===== src/rtl/pc_fetch_if.sv =====
// pc_fetch_if: fetch-stage bus bundling next-PC, instruction-memory and decode handshakes.
interface pc_fetch_if;
  logic [31:0] npc_in;
  logic        npc_redirect;
  logic        imem_req;
  logic [31:0] imem_addr;
  logic        imem_ack;
  logic [31:0] imem_rdata;
  logic        inst_valid;
  logic        inst_ready;
  logic [31:0] inst_out;
  logic [31:0] inst_pc;
  logic [31:0] inst_pcplus4;
  modport master (
    input  npc_in, npc_redirect, imem_ack, imem_rdata, inst_ready,
    output imem_req, imem_addr, inst_valid, inst_out, inst_pc, inst_pcplus4
  );
  modport slave (
    output npc_in, npc_redirect, imem_ack, imem_rdata, inst_ready,
    input  imem_req, imem_addr, inst_valid, inst_out, inst_pc, inst_pcplus4
  );
endinterface


===== src/rtl/pc_fetch_unit.sv =====
// pc_fetch_unit: PC register, imem fetch with redirect/drop handling, 2-entry instruction buffer.
module pc_fetch_unit #(
  parameter logic [31:0] RESET_PC  = 32'h0000_0000,
  parameter int          BUF_DEPTH = 2
) (
  input logic         clk,
  input logic         rst,
  pc_fetch_if.master  bus
);
  typedef enum logic {RUN, DROP} state_t;
  state_t      state;
  logic [31:0] fetch_pc, drop_addr, data0, data1, pc0, pc1;
  logic [1:0]  count;
  logic        fire, push, pop;
  always_comb begin
    bus.imem_req     = !rst && (state == DROP || count < 2'(BUF_DEPTH));
    bus.imem_addr    = state == DROP ? drop_addr : fetch_pc;
    fire             = bus.imem_req && bus.imem_ack;
    push             = fire && state == RUN && !bus.npc_redirect;
    pop              = count != 2'd0 && bus.inst_ready && !bus.npc_redirect;
    bus.inst_valid   = count != 2'd0;
    bus.inst_out     = data0;
    bus.inst_pc      = pc0;
    bus.inst_pcplus4 = pc0 + 32'd4;
  end
  // entry 0 is the head; a pop shifts entry 1 down, a push lands behind the surviving entries
  always_ff @(posedge clk or posedge rst) begin
    if (rst) begin
      state     <= RUN;
      fetch_pc  <= RESET_PC;
      drop_addr <= '0;
      count     <= '0;
      data0     <= '0;
      data1     <= '0;
      pc0       <= '0;
      pc1       <= '0;
    end else if (bus.npc_redirect) begin
      fetch_pc <= {bus.npc_in[31:2], 2'b00};
      count    <= '0;
      if (state == RUN && bus.imem_req && !bus.imem_ack) begin
        drop_addr <= fetch_pc;
        state     <= DROP;
      end else if (state == DROP && bus.imem_ack) state <= RUN;
    end else begin
      if (state == DROP && bus.imem_ack) state <= RUN;
      if (push) fetch_pc <= fetch_pc + 32'd4;
      if (pop) begin
        data0 <= data1;
        pc0   <= pc1;
      end
      if (push && count[0] && !pop) begin
        data1 <= bus.imem_rdata;
        pc1   <= fetch_pc;
      end else if (push) begin
        data0 <= bus.imem_rdata;
        pc0   <= fetch_pc;
      end
      count <= count + {1'b0, push} - {1'b0, pop};
    end
  end
endmodule


===== src/flat_wrapper.sv =====
// flat-port wrapper written by rule: the top's interface ports become plain ports
module pc_fetch_unit_flat 
#(
  parameter logic [31:0] RESET_PC  = 32'h0000_0000,
  parameter int          BUF_DEPTH = 2
)
  (clk, rst, bus_npc_in, bus_npc_redirect, bus_imem_ack, bus_imem_rdata, bus_inst_ready, bus_imem_req, bus_imem_addr, bus_inst_valid, bus_inst_out, bus_inst_pc, bus_inst_pcplus4);
  pc_fetch_if bus_i ();
  input logic clk;
  input logic rst;
  input wire logic [$bits(bus_i.npc_in)-1:0] bus_npc_in;
  input wire logic [$bits(bus_i.npc_redirect)-1:0] bus_npc_redirect;
  input wire logic [$bits(bus_i.imem_ack)-1:0] bus_imem_ack;
  input wire logic [$bits(bus_i.imem_rdata)-1:0] bus_imem_rdata;
  input wire logic [$bits(bus_i.inst_ready)-1:0] bus_inst_ready;
  output wire logic [$bits(bus_i.imem_req)-1:0] bus_imem_req;
  output wire logic [$bits(bus_i.imem_addr)-1:0] bus_imem_addr;
  output wire logic [$bits(bus_i.inst_valid)-1:0] bus_inst_valid;
  output wire logic [$bits(bus_i.inst_out)-1:0] bus_inst_out;
  output wire logic [$bits(bus_i.inst_pc)-1:0] bus_inst_pc;
  output wire logic [$bits(bus_i.inst_pcplus4)-1:0] bus_inst_pcplus4;
  assign bus_i.npc_in = bus_npc_in;
  assign bus_i.npc_redirect = bus_npc_redirect;
  assign bus_i.imem_ack = bus_imem_ack;
  assign bus_i.imem_rdata = bus_imem_rdata;
  assign bus_i.inst_ready = bus_inst_ready;
  assign bus_imem_req = bus_i.imem_req;
  assign bus_imem_addr = bus_i.imem_addr;
  assign bus_inst_valid = bus_i.inst_valid;
  assign bus_inst_out = bus_i.inst_out;
  assign bus_inst_pc = bus_i.inst_pc;
  assign bus_inst_pcplus4 = bus_i.inst_pcplus4;
  pc_fetch_unit #(.RESET_PC(RESET_PC), .BUF_DEPTH(BUF_DEPTH)) u_core (.clk(clk), .rst(rst), .bus(bus_i));
endmodule

===== config.mk =====
export PLATFORM = sky130hd
export DESIGN_NAME = pc_fetch_unit_flat
export DESIGN_NICKNAME = d
export VERILOG_FILES = /design/src/rtl/pc_fetch_if.sv /design/src/rtl/pc_fetch_unit.sv /design/src/flat_wrapper.sv
export SDC_FILE = /design/constraint.sdc
export NUM_CORES = 1
export LEC_CHECK = 0
export ABC_AREA = 1
export CORE_ASPECT_RATIO = 1.4
export CORE_UTILIZATION = 45
export DETAILED_ROUTE_END_ITERATION = 7
export PLACE_DENSITY = 0.82
export SLEW_MARGIN = 20
export SYNTH_ARGS = -nofsm -noshare
export SYNTH_HDL_FRONTEND = slang
export SYNTH_SLANG_ARGS = --single-unit

===== constraint.sdc =====
create_clock -name clk -period 5.9 [get_ports clk]
set_input_delay 1.18 -clock clk [delete_from_list [all_inputs] [get_ports clk]]
set_output_delay 1.18 -clock clk [all_outputs]
set_load 0.05 [all_outputs]

==> reports/metrics.yaml, run 1 <==
power_and_ir_drop:
  p_per_area_nw_per_um2: 493
  power.leakage_nw: 6.09
  ir_worst_vdd_mv: 0.255
setup_path:
  worstPathRequired_ns: 4.72
  critPathMaxFanout: 5
  criticalPathCategory: "flip-flop to output port"
  end_kind: "output port"
  critPathLaunchType: "flip-flop"
  arrival_ns: 3.18
sta:
  rsz0062_at_grt: "no"
  setup_viol: 0
  clock.fmax_mhz: 229
  worstMarginPinSlew_ns: 1.03
  relSlewSlack_pct: 31.5
  finalSetupTns_ns: 0
  fin_crit_sh_pct: 73.9
  maxSlewViolCount: 0
  post-route-min-period_ns: 4.36
  whs_ns: 0.487
  finalWorstSetupSlack_ns: 1.54
  hold_violations: 0
  clock_skew_ns: 0.0130
clocking:
  clockBufferDepth: 2
  cts_tree: "built"
  postCtsResizedCells: 0
  cts.sinks: 189
  cts_root_buf: "clkbuf_16"
  clk_latency_ns: 0.44
  cts.htree.levels: 4
  cts_buffers: 17
  hold_buffers: 0
  clkTransAtPathRegs_ns: 0.07
  postCtsSetupRepairBufs: 0
final_layout:
  antennaDiodeCount: 0
  drive_above_1_share_pct: 4.51
  fin_util_pct: 57.8
  nets: 1568
  layoutNonFillerInstCount: 1805
  area_growth_pct: 26.1
detailed_routing:
  antenna_left: 0
  vias: 9206
  dr.first_iter.drc_count: 644
  detail_route.wirelength_um: 27600
  route.detailed.drc: 0
  vias_per_cell: 5.10
  wl_per_cell_um: 15.3
  firstDrtPassIters: 5
min_path:
  hp-class: "flip-flop to flip-flop"
synthesis:
  synth_top_family_by_area: "simple AND/OR/NAND/NOR gates"
  synth_area_leaders: "dfrtp_1 (47%), nand2_1 (16%), inv_1 (6.7%)"
  synth.top_cell.area_share_pct: 47.2
  yosys_warnings: 0
  synth-compound-area-share_pct: 11.1
  muxShareOfSynthArea_pct: 0
  syn_avg_cell_area_sq_um: 7.50
  yosys.area_share.simple_pct: 27.3
  synth_fa_ha_area_share_pct: 0.500
  ys.flop_type: "dfrtp_1"
  yosys.cell_types.count: 39
  synth_edf_count: 0
  yosys_register_bits: 189
  yosys.area_share.xor_xnor_pct: 2.97
  syn_area_sq_um: 10000
  async_flop_share_pct: 100
  synth_top_area_cell: "dfrtp_1"
  yosysSeqAreaShare_pct: 47.2
  synth_cells: 1336
grt:
  grt_pass1_vias: 8620
  gr-usage-all-layers_pct: 24.7
  grt_pass1_wl_um: 43900
  grt_max_degree: 190
  gr-total-overflow: 0
  antenna_found_initial: 0
place:
  placed_cells: 1773
  dpl.hpwl_um: 19700
  place.gp.congestion: 0.922
  portBuffers: 194
  pre_cts_ws_ns: 1.96
die:
  io_pins: 199
  core_area_sq_um: 21900
  die_w_um: 128
  initial_core_util_pct: 45.8
  row_count: 64
  dieHeight_um: 179
  die-area_sq_um: 22900
outcome:
  status: "complete, no violations"
flow_run:
  drv_cap: 0
==> area by class of cell <==
class / count / area (sq um)
Fill cell: 1952 / 9230
Sequential cell: 189 / 4730
Multi-Input combinational cell: 900 / 4200
Timing Repair Buffer: 203 / 2020
Inverter: 184 / 703
Clock buffer: 18 / 429
Tap cell: 297 / 372
Clock inverter: 14 / 173
==> flip-flops by register name (all words and copies together) (netlist names) <==
| signal | count |
|---|---|
| u_core.bus.inst_pc | 32 |
| u_core.fetch_pc | 30 |
| u_core.drop_addr | 30 |
| u_core.pc1 | 30 |
| u_core.bus.inst_out | 32 |
| u_core.data1 | 32 |
| u_core.state | 1 |
| u_core.count | 2 |
==> path summary, 6_finish.rpt <==
path	start	depth (start not counted)	endpoint	slack (ns)
worst max-delay path	u_core.bus.inst_pc[2]	8	bus_inst_pcplus4[24]	1.54
worst min-delay path	u_core.pc1[26]	2	u_core.pc1[26]	0.49
worst max register to register	u_core.state	10	u_core.data1[0]	3.12
worst min register to register	u_core.pc1[26]	2	u_core.pc1[26]	0.49
max in group asynchronous	rst	3	u_core.bus.inst_out[18]	3.69
min in group asynchronous	rst	3	u_core.state	1.46
==> per-stage QoR <==
step                power [mW]  cell area, sq um
floorplan                 4.05             10000
global placement          5.01             12000
detailed placement        5.07             12000
CTS                       6.26             12600
global route              6.55             12600
finish                    6.23             12600
==> where the power goes <==
| part | leakage [nW] | switching (mW) | total, mW | internal, mW |
|---|---|---|---|---|
| combinational | 3.44 | 2.01 | 2.99 | 0.980 |
| clock | 0.292 | 0.561 | 1.17 | 0.610 |
| sequential | 2.35 | 0.367 | 2.07 | 1.70 |
| total | 6.09 | 2.94 | 6.23 | 3.29 |
==> worst max-delay path, cell delays in order (launching register included) <==
cell and delay, ns:
dfrtp_1 0.49, ha_1 0.30, nand3_1 0.27, nor3_2 0.35
nand4_1 0.24, nor2_1 0.14, nand2_1 0.06, nand2_1 0.06
clkdlybuf4s50_1 0.83
==> Yosys cell counts, types with 2 or more instances <==
cell	n
o21ai_0	78
dfrtp_1	189
nand2_4	2
nand2_1	423
nor2_1	69
nor3_1	20
buf_4	4
nand3_2	10
xor2_1	33
o221ai_1	2
o21bai_1	3
o21ai_2	2
clkbuf_1	24
inv_1	178
buf_2	19
nand2_2	2
buf_6	14
nand3_4	2
ha_1	4
a21oi_1	2
o211ai_1	5
and2_1	2
nand3_1	107
o21ai_1	118
clkbuf_2	2
nand4_1	5
inv_2	4
nor2_4	2
==> cell families (layout without fill, tap and decap cells) <==
logic type | Yosys count | after routing
simple gates | 646 | 646
buf+inv | 248 | 419
compound gates | 214 | 214
flops | 189 | 189
xor+xnor | 34 | 34
fa+ha+maj | 4 | 4
other cells | 1 | 2
==> per-layer routing <==
layer  vias to the layer above  part of all wire [%]  global-route usage [%]
met4                         0                   4.1                    12.3
met1                      4276                    41                    30.9
li1                       4530                     -                       -
met5                         -                     0                       0
met2                       331                    49                    41.9
met3                        69                   5.0                    3.48
==> cells in the final DEF (no fill, tap or decap), types with 6 or more instances in the layout <==
master             n
nand2_1          423
inv_8              6
clkbuf_16         17
nand3_2           10
o21ai_1          118
buf_4              8
inv_1            177
nor2_1            69
clkdlybuf4s50_1  194
nand3_1          107
dfrtp_1          189
xor2_1            33
nor3_1            20
o21ai_0           78
Note: power is estimated with default switching activity, not from simulation.
==> inputs of run 2 (changes only) <==
PLACE_DENSITY = 0.79   (was 0.82)
clock period = 4.2 ns   (was 5.9 ns; I/O delays follow)
==> run 2 against run 1 <==
Sequential share of layout area shrank 0.33 points. Critical path depth unchanged. Cell area is 0.88% higher. Clock power is 46% higher. Worst setup slack lost 1.3 ns. Hold slack about the same. Combinational power is 41% higher. Clock skew rose by 0.0022 ns. Die area is the same. Critical endpoint unchanged. Largest cell class unchanged. Largest power group unchanged.
==> reports/metrics.yaml, run 2 (synthesized netlist as in run 1, its figures left out) <==
clocking:
  postCtsResizedCells: 0
  postCtsSetupRepairBufs: 0
  clk_latency_ns: 0.45
  hold_buffers: 0
  cts_buffers: 17
  cts.htree.levels: 4
  clkTransAtPathRegs_ns: 0.07
  cts.sinks: 189
  cts_tree: "built"
  cts_root_buf: "clkbuf_16"
  clockBufferDepth: 2
sta:
  relSlewSlack_pct: 32.4
  fin_crit_sh_pct: 94.0
  finalWorstSetupSlack_ns: 0.251
  hold_violations: 0
  rsz0062_at_grt: "no"
  post-route-min-period_ns: 3.95
  clock.fmax_mhz: 253
  setup_viol: 0
  whs_ns: 0.487
  worstMarginPinSlew_ns: 1.01
  maxSlewViolCount: 0
  clock_skew_ns: 0.0152
die:
  row_count: 64
  core_area_sq_um: 21900
  io_pins: 199
  die_w_um: 128
  die-area_sq_um: 22900
  dieHeight_um: 179
  initial_core_util_pct: 45.8
power_and_ir_drop:
  p_per_area_nw_per_um2: 692
  p_int_mw: 4.75
  power.leakage_nw: 6.14
  power.share.sequential_pct: 32.9
  power_frac_comb_pct: 47.7
  ir_worst_vdd_mv: 0.343
  clkPwrFrac_pct: 19.4
  total_power_mw: 8.82
  switching_share_pct: 46.1
  switchingPower_mw: 4.07
setup_path:
  worst-r2r-setup-slack_ns: 1.59
  cpPeakStageDelay_ns: 0.82
  rr_worst_depth: 10
  worstPathRequired_ns: 3.36
  critPathMaxFanout: 5
  critPathLaunchType: "flip-flop"
  r2r_end: "u_core.data1[17]"
  end_kind: "output port"
  crit_slowest_cell: "clkdlybuf4s50_1"
  timing.rr.start: "u_core.state"
  arrival_ns: 3.11
  crit_chain: "ha_1 > nand3_1 > nor3_2 > nand4_1 > nor2_1 > nand2_1 > nand2_1 > clkdlybuf4s50_1"
  cp_common_cell: "nand2_1"
  criticalPathCategory: "flip-flop to output port"
min_path:
  hp-start: "u_core.drop_addr[22]"
  min_delay_worst_endpoint: "u_core.drop_addr[22]"
  hp-class: "flip-flop to flip-flop"
  holdPathStages: 2
final_layout:
  final_cell_mix: "nand2_1 (423), clkdlybuf4s50_1 (194), dfrtp_1 (189), inv_1 (175), o21ai_1 (120)"
  drive_above_1_share_pct: 5.43
  antennaDiodeCount: 0
  layoutNonFillerInstCount: 1806
  layout_commonest_cell: "nand2_1"
  nets: 1570
  fin_util_pct: 58.3
  area_growth_pct: 27.2
  fillCellCount: 1960
grt:
  gr-total-overflow: 0
  grt_pass1_wl_um: 43700
  antenna_found_initial: 0
  gr-usage-all-layers_pct: 24.7
  grt_pass1_vias: 8579
  grt_max_degree: 190
detailed_routing:
  wl_per_cell_um: 15.0
  vias_per_cell: 5.05
  detail_route.wirelength_um: 27100
  firstDrtPassIters: 6
  dr.first_iter.drc_count: 645
  antenna_left: 0
  vias: 9125
  route.detailed.drc: 0
place:
  placed_cells: 1775
  portBuffers: 194
  pre_cts_ws_ns: 0.699
  place.gp.congestion: 0.944
  dpl.hpwl_um: 19600
outcome:
  status: "complete, no violations"
flow_run:
  drv_cap: 0
run 2: cell count changes in the layout (fill, tap and decap cells not counted), sizes merged:
cell / delta
bufinv: +2
clkinv: -5
buf: +2
inv: +1
clkinvlp: +1
run 2: worst max-delay path: cells and delay by family, from the launching register on:
kind	cells	cell delay, ns
flops	1	0.46
fa+ha+maj	1	0.27
buf+inv	1	0.82
simple gates	6	1.13
run 2: worst max path at each step:
stage / startpoint / endpoint / slack, ns / depth (start not counted)
final: u_core.bus.inst_pc[3] / bus_inst_pcplus4[24] / 0.25 / 8
after global routing: u_core.bus.inst_pc[3] / bus_inst_pcplus4[24] / 0.01 / 8
after CTS: u_core.bus.inst_pc[3] / bus_inst_pcplus4[24] / 0.22 / 8
after detailed placement: u_core.bus.inst_pc[3] / bus_inst_pcplus4[24] / 0.70 / 8
after global placement: u_core.bus.inst_pc[3] / bus_inst_pcplus4[24] / 0.79 / 8
after floorplan: rst / u_core.bus.inst_out[17] / -0.51 / 11
run 2: metal layers:
| layer | global-route usage, % | share of wire, % | vias up | routed length (um) |
|---|---|---|---|---|
| li1 | - | - | 4541 | - |
| met1 | 31.7 | 43 | 4224 | 11500 |
| met2 | 41.1 | 49 | 304 | 13200 |
| met3 | 4.02 | 5.2 | 56 | 1400 |
| met4 | 10.7 | 3.6 | 0 | 971 |
| met5 | 0 | 0 | - | 0 |
run 2: power by group through the flow:
stage | Combinational [mW] | Clock [mW] | Sequential [mW]
2_1_floorplan | 1.99 | 0 | 3.73
3_3_place_gp | 4.17 | 0 | 2.90
4_1_cts | 4.24 | 1.74 | 2.89
6_report | 4.21 | 1.71 | 2.90
5_1_grt | 4.51 | 1.81 | 2.98
3_5_place_dp | 4.22 | 0 | 2.92
run 2: final cells by class:
cell class	count	area (sq um)	area share (%)
Clock buffer	18	439	3.45
Tap cell	297	372	2.92
Sequential cell	189	4730	37.1
Multi-Input combinational cell	900	4260	33.4
Inverter	184	702	5.51
Timing Repair Buffer	205	2060	16.2
Clock inverter	13	178	1.39
run 2: metrics by stage:
step	instance area [sq um]	TNS, ns
floorplan	10100	-72.59
global placement	12100	0
detailed placement	12100	0
CTS	12700	0
global route	12700	0
finish	12700	0
